[src/rtl/mem_port_arbiter.sv]
// mem_port_arbiter: shares the single core memory port between instruction fetch
// and load/store. One transaction is in flight at a time. Ties are broken
// round-robin, and every transaction is bounded by a timeout so that a dead
// memory returns an error instead of hanging the core.
module mem_port_arbiter #(
    parameter int ADDR_WIDTH = 32,
    parameter int DATA_WIDTH = 32,
    parameter int TIMEOUT    = 255
) (
    input  logic                      clk,
    input  logic                      global_rst,
    input  logic                      if_req_valid,
    output logic                      if_req_ready,
    input  logic [ADDR_WIDTH-1:0]     if_addr,
    output logic                      if_resp_valid,
    output logic [DATA_WIDTH-1:0]     if_rdata,
    output logic                      if_err,
    input  logic                      ls_req_valid,
    output logic                      ls_req_ready,
    input  logic [ADDR_WIDTH-1:0]     ls_addr,
    input  logic                      ls_we,
    input  logic [DATA_WIDTH/8-1:0]   ls_wmask,
    input  logic [DATA_WIDTH-1:0]     ls_wdata,
    output logic                      ls_resp_valid,
    output logic [DATA_WIDTH-1:0]     ls_rdata,
    output logic                      ls_err,
    output logic                      mem_req_valid,
    input  logic                      mem_req_ready,
    output logic [ADDR_WIDTH-1:0]     mem_addr,
    output logic                      mem_we,
    output logic [DATA_WIDTH/8-1:0]   mem_wmask,
    output logic [DATA_WIDTH-1:0]     mem_wdata,
    input  logic                      mem_resp_valid,
    input  logic [DATA_WIDTH-1:0]     mem_rdata,
    input  logic                      mem_err
);

    // Counter is wide enough to reach TIMEOUT; one extra bit in the compare
    // keeps the incremented value from wrapping before it is tested.
    localparam int CW = (TIMEOUT < 2) ? 1 : $clog2(TIMEOUT + 1);
    localparam logic [CW:0] TIMEOUT_LIMIT = (CW + 1)'(TIMEOUT);

    typedef enum logic [1:0] {
        S_IDLE  = 2'd0,
        S_ISSUE = 2'd1,
        S_WAIT  = 2'd2,
        S_RESP  = 2'd3
    } state_t;

    typedef enum logic {
        OWN_IF = 1'b0,
        OWN_LS = 1'b1
    } owner_t;

    state_t                state;
    owner_t                owner;
    owner_t                last_grant;
    logic [CW-1:0]         count;
    logic [CW:0]           count_next;
    logic                  timeout_hit;
    logic                  grant_ls;
    logic                  idle_open;
    logic                  finish;
    logic [DATA_WIDTH-1:0] fin_rdata;
    logic                  fin_err;

    assign count_next  = {1'b0, count} + (CW + 1)'(1);
    assign timeout_hit = (TIMEOUT != 0) && (count_next == TIMEOUT_LIMIT);

    // Readies are held low while reset is asserted so every output reads 0.
    assign idle_open    = (state == S_IDLE) && !global_rst;
    assign ls_req_ready = idle_open && grant_ls;
    assign if_req_ready = idle_open && if_req_valid && !grant_ls;

    // Pick the requester to serve: a lone requester wins, a tie goes to whoever was not served last.
    always_comb begin
        grant_ls = 1'b0;
        if (ls_req_valid && if_req_valid) begin
            grant_ls = (last_grant == OWN_IF);
        end else begin
            grant_ls = ls_req_valid;
        end
    end

    // Decide whether the transaction ends this cycle; a real response beats a simultaneous timeout.
    always_comb begin
        finish    = 1'b0;
        fin_rdata = mem_rdata;
        fin_err   = mem_err;
        if (state == S_WAIT && mem_resp_valid) begin
            finish = 1'b1;
        end else if ((state == S_ISSUE || state == S_WAIT) && timeout_hit) begin
            finish    = 1'b1;
            fin_rdata = '0;
            fin_err   = 1'b1;
        end
    end

    // Transaction FSM with registered memory-side and response outputs.
    always_ff @(posedge clk or posedge global_rst) begin
        if (global_rst) begin
            state         <= S_IDLE;
            owner         <= OWN_IF;
            last_grant    <= OWN_IF;
            count         <= '0;
            mem_req_valid <= 1'b0;
            mem_addr      <= '0;
            mem_we        <= 1'b0;
            mem_wmask     <= '0;
            mem_wdata     <= '0;
            if_resp_valid <= 1'b0;
            if_rdata      <= '0;
            if_err        <= 1'b0;
            ls_resp_valid <= 1'b0;
            ls_rdata      <= '0;
            ls_err        <= 1'b0;
        end else begin
            if_resp_valid <= 1'b0;
            ls_resp_valid <= 1'b0;
            case (state)
                S_IDLE: begin
                    if (ls_req_ready) begin
                        state         <= S_ISSUE;
                        owner         <= OWN_LS;
                        last_grant    <= OWN_LS;
                        count         <= '0;
                        mem_req_valid <= 1'b1;
                        mem_addr      <= ls_addr;
                        mem_we        <= ls_we;
                        mem_wmask     <= ls_wmask;
                        mem_wdata     <= ls_wdata;
                    end else if (if_req_ready) begin
                        state         <= S_ISSUE;
                        owner         <= OWN_IF;
                        last_grant    <= OWN_IF;
                        count         <= '0;
                        mem_req_valid <= 1'b1;
                        mem_addr      <= if_addr;
                        mem_we        <= 1'b0;
                        mem_wmask     <= '0;
                        mem_wdata     <= '0;
                    end
                end
                S_ISSUE, S_WAIT: begin
                    count <= count_next[CW-1:0];
                    if (finish) begin
                        state         <= S_RESP;
                        mem_req_valid <= 1'b0;
                        if (owner == OWN_LS) begin
                            ls_resp_valid <= 1'b1;
                            ls_rdata      <= fin_rdata;
                            ls_err        <= fin_err;
                        end else begin
                            if_resp_valid <= 1'b1;
                            if_rdata      <= fin_rdata;
                            if_err        <= fin_err;
                        end
                    end else if (state == S_ISSUE && mem_req_ready) begin
                        state         <= S_WAIT;
                        mem_req_valid <= 1'b0;
                    end
                end
                S_RESP: begin
                    state <= S_IDLE;
                end
                default: begin
                    state <= S_IDLE;
                end
            endcase
        end
    end

endmodule

[config.mk]
export PLATFORM = sky130hd
export DESIGN_NAME = mem_port_arbiter
export DESIGN_NICKNAME = d
export VERILOG_FILES = /design/src/rtl/mem_port_arbiter.sv
export SDC_FILE = /design/constraint.sdc
export NUM_CORES = 1
export LEC_CHECK = 0
export ABC_AREA = 1
export CAP_MARGIN = 20
export CELL_PAD_IN_SITES_DETAIL_PLACEMENT = 0
export CELL_PAD_IN_SITES_GLOBAL_PLACEMENT = 1
export CORE_UTILIZATION = 25
export DETAILED_ROUTE_END_ITERATION = 7
export GPL_TIMING_DRIVEN = 0
export PLACE_DENSITY = 0.72
export SYNTH_ARGS = -nofsm -noshare
export SYNTH_HDL_FRONTEND = slang
export SYNTH_SLANG_ARGS = --single-unit
[constraint.sdc]
create_clock -name clk -period 14 [get_ports clk]
set_input_delay 2.1 -clock clk [delete_from_list [all_inputs] [get_ports clk]]
set_output_delay 2.1 -clock clk [all_outputs]
set_load 0.01 [all_outputs]
==> impl_metrics.yaml <==
outcome:
  status: "completed"
sta:
  layout_setup_ws_ps: 7494
  fin_skew_ps: 9.354
  setup_tns_ps: 0
  worst_slew_pin_slew_ps: 685.0
  fin_crit_sh_pct: 46.47
  rsz0062_at_grt: "false"
  final_hold_viol_count: 0
  finalSetupViolCount: 0
  slew_headroom_pct: 54.34
  layout_min_cycle_time_ps: 6506
  finalMaxSlewViolations: 0
  fmax_mhz: 153.7
logic_synthesis:
  yosysMostFrequentCell: "nand2_1"
  synth_edf_count: 0
  synth_seq_cells: 149
  synthCells: 618
  ys_seq_area_share_pct: 59.60
  ys.flop_type: "dfrtp_1"
  ys.warnings.count: 0
  syn_avg_cell_area_um2: 10.12
  synthArstFlopShare_pct: 100.0
  yosys-top-cells-area: "dfrtp_1 60%, nand2_1 9.8%, o21ai_2 6.6%"
  yosysUniqueCellTypes: 25
  synth_area_um2: 6256
  synth_area_leader_cell: "dfrtp_1"
  yosysTopAreaCellShare_pct: 59.60
  synth_fp_nets: 764
  netlist_top_cells_count: "163 x nand2_1, 149 x dfrtp_1, 47 x o21ai_2, 39 x nor2_1, 38 x o21ai_0"
floorplanning:
  dieWidth_um: 160.2
  initial_utilization_pct: 25.57
  pin_count: 280
  die-area_um2: 25660
  core_area_um2: 24460
  rows: 57
  die_y_um: 160.2
setup_path:
  cp.arrival_ps: 4410
  crit_path_end: "ls_req_ready"
  critPathMostFrequentCell: "clkdlybuf4s50_1"
  path_class: "in2out"
  critPathTopFamily: "buffers and inverters"
  timing.critical_path.from: "global_rst"
  worst-path-stages: 6
  r2r-end: "mem_req_valid"
  crit_chain: "clkdlybuf4s50_1 > nor2_1 > nand3_1 > inv_2 > clkbuf_1 > clkdlybuf4s50_1"
  slowest_stage: "clkdlybuf4s50_1"
  max_stage_delay_ps: 640
  r2r_setup_slack_ps: 11640
  cp-start-kind: "primary input"
  r2r_cells: 10
  cp_max_fo: 10
  worst-path-buf-inv: 4
  end_kind: "output pin"
  r2r_start: "state[0]"
  cp.required_ps: 11900
global_route:
  antenna_found_initial: 0
  gr-usage-all-layers_pct: 16.20
  grt_max_degree: 92
  grt_pass1_vias: 5717
  grt_pass1_wl_mm: 32.34
  gr-total-overflow: 0
final_layout:
  stdcell_count: 1254
  drive_gt1_share_pct: 12.47
  antennaDiodeCount: 0
  area_growth_pct: 60.80
  nFillCells: 2471
  layout.nets: 1063
  fin_util_pct: 41.12
pwr:
  clkPwrFrac_pct: 21.6
  combinationalPowerShare_pct: 43.4
  power.internal_uw: 1349
  p_per_area_nw_per_um2: 207.2
  ir_worst_vdd_v: 0.00009693
  swShare_pct: 35.25
  pwr-share-seq_pct: 35.1
  switchingPower_uw: 734.7
  leakage_uw: 0.004420
clock_tree:
  cts-root-buf: "clkbuf_16"
  cts_inserted_buffers: 17
  postCtsHoldBufs: 0
  cts_setup_buffers: 0
  clk_path_buf_depth: 2
  cts_resized: 0
  cts_tree: "yes"
  cts_num_sinks: 149
  htree_num_levels: 4
  clk_latency_ps: 420
  clk_pin_slew_ps: 70
route:
  drtIter0Drc: 253
  drc: 0
  dr.pass1.iters: 5
  vias: 5484
  ant_nets: 0
  viasPerCell: 4.373
  drt-total-wl_mm: 20.24
  drt-wirelength-per-cell_um: 16.14
placed_design:
  dp_slack_ps: 7418
  portBuffers: 279
  gp_congestion: 0.7568
  dp_cells: 1222
  place_hpwl_mm: 14.89
worst_hold_path:
  hold_class: "reg2reg"
  min_path_cells: 2
job:
  cap_violations: 0
==> final cells by class <==
| cell class | instances | area (um2) | share of cell area [%] |
|---|---|---|---|
| sequential | 149 | 3729 | 37.06 |
| tap | 324 | 405.4 | 4.030 |
| clock inverter | 14 | 141.4 | 1.405 |
| buffer | 38 | 247.7 | 2.463 |
| timing repair buffer | 280 | 2820 | 28.03 |
| clock buffer | 18 | 429.2 | 4.266 |
| multi-input combinational | 411 | 2205 | 21.92 |
| inverter | 20 | 82.58 | 0.8209 |
==> worst register-to-register path, cell delays in order (launching register included) <==
cell and delay (ps):
dfrtp_1 400, inv_1 80, ha_1 250, inv_1 80, nor2_1 50, nand3_1 250, inv_2 150, nor2_2 290
buf_2 290, buf_2 270, o21ai_0 110
==> per-stage QoR <==
stage	area, um2	total power (uW)	hold WS [ps]
after global placement	9454	1645	464.2
after floorplan	6256	1139	478.9
final	10060	2084	479.5
after global routing	10060	2223	498.6
after detailed placement	9489	1652	466.1
after CTS	10060	2117	484.7
==> power by group through the flow <==
stage	Clock (uW)	Combinational [uW]	Sequential, uW
final	450	904	731
after global routing	481	988	754
after CTS	465	920	732
after detailed placement	0	919	734
after global placement	0	911	734
after floorplan	0	330	809
==> flip-flops by register name, indices dropped and copies added (netlist names) <==
| register | flops |
|---|---|
| count | 8 |
| if_err | 1 |
| if_rdata | 32 |
| if_resp_valid | 1 |
| last_grant | 1 |
| ls_err | 1 |
| ls_rdata | 32 |
| ls_resp_valid | 1 |
| mem_addr | 32 |
| mem_req_valid | 1 |
| mem_wdata | 32 |
| mem_we | 1 |
| mem_wmask | 4 |
| state | 2 |
==> worst min path at each step <==
stage	slack [ps]	endpoint	from
3_5_place_dp	470	if_err	if_err
2_1_floorplan	480	if_resp_valid	last_grant
4_1_cts	480	if_err	if_err
5_1_grt	500	if_err	if_err
3_3_place_gp	460	if_rdata[8]	if_rdata[8]
6_report	480	if_err	if_err
==> routing by layer <==
metal  up-vias  wire [um]  track usage (%)
li1       2686          -                -
met1      2548       8974            20.49
met2       237       9082            25.49
met3        13       1941            6.416
met4         0        242            4.545
met5         -          0                0
==> cells in the final DEF, fill, tap and decap left out, types with 5 or more instances in the layout <==
cell type | Yosys | final
a21oi_1 | 34 | 34
clkinv_4 | 0 | 5
dfrtp_1 | 149 | 149
o21ai_0 | 38 | 38
nand2_1 | 163 | 163
buf_6 | 12 | 12
nand3_1 | 9 | 9
ha_1 | 6 | 6
o21ai_2 | 47 | 47
nor2_1 | 39 | 39
clkbuf_1 | 14 | 15
clkbuf_16 | 0 | 17
buf_2 | 10 | 10
inv_1 | 19 | 18
inv_8 | 0 | 6
clkdlybuf4s50_1 | 0 | 279
o21ai_1 | 19 | 19
o22ai_1 | 5 | 5
a22o_1 | 37 | 37
==> cell families after synthesis <==
kind of cell | after synthesis | share of synthesized area (%)
compound gates | 182 | 19.80
fa+ha+maj | 6 | 1.200
buf+inv | 58 | 5.160
flops | 149 | 59.60
mux | 1 | 0.1800
simple gates | 222 | 14.06
Note: power is estimated with default switching activity, not from simulation.
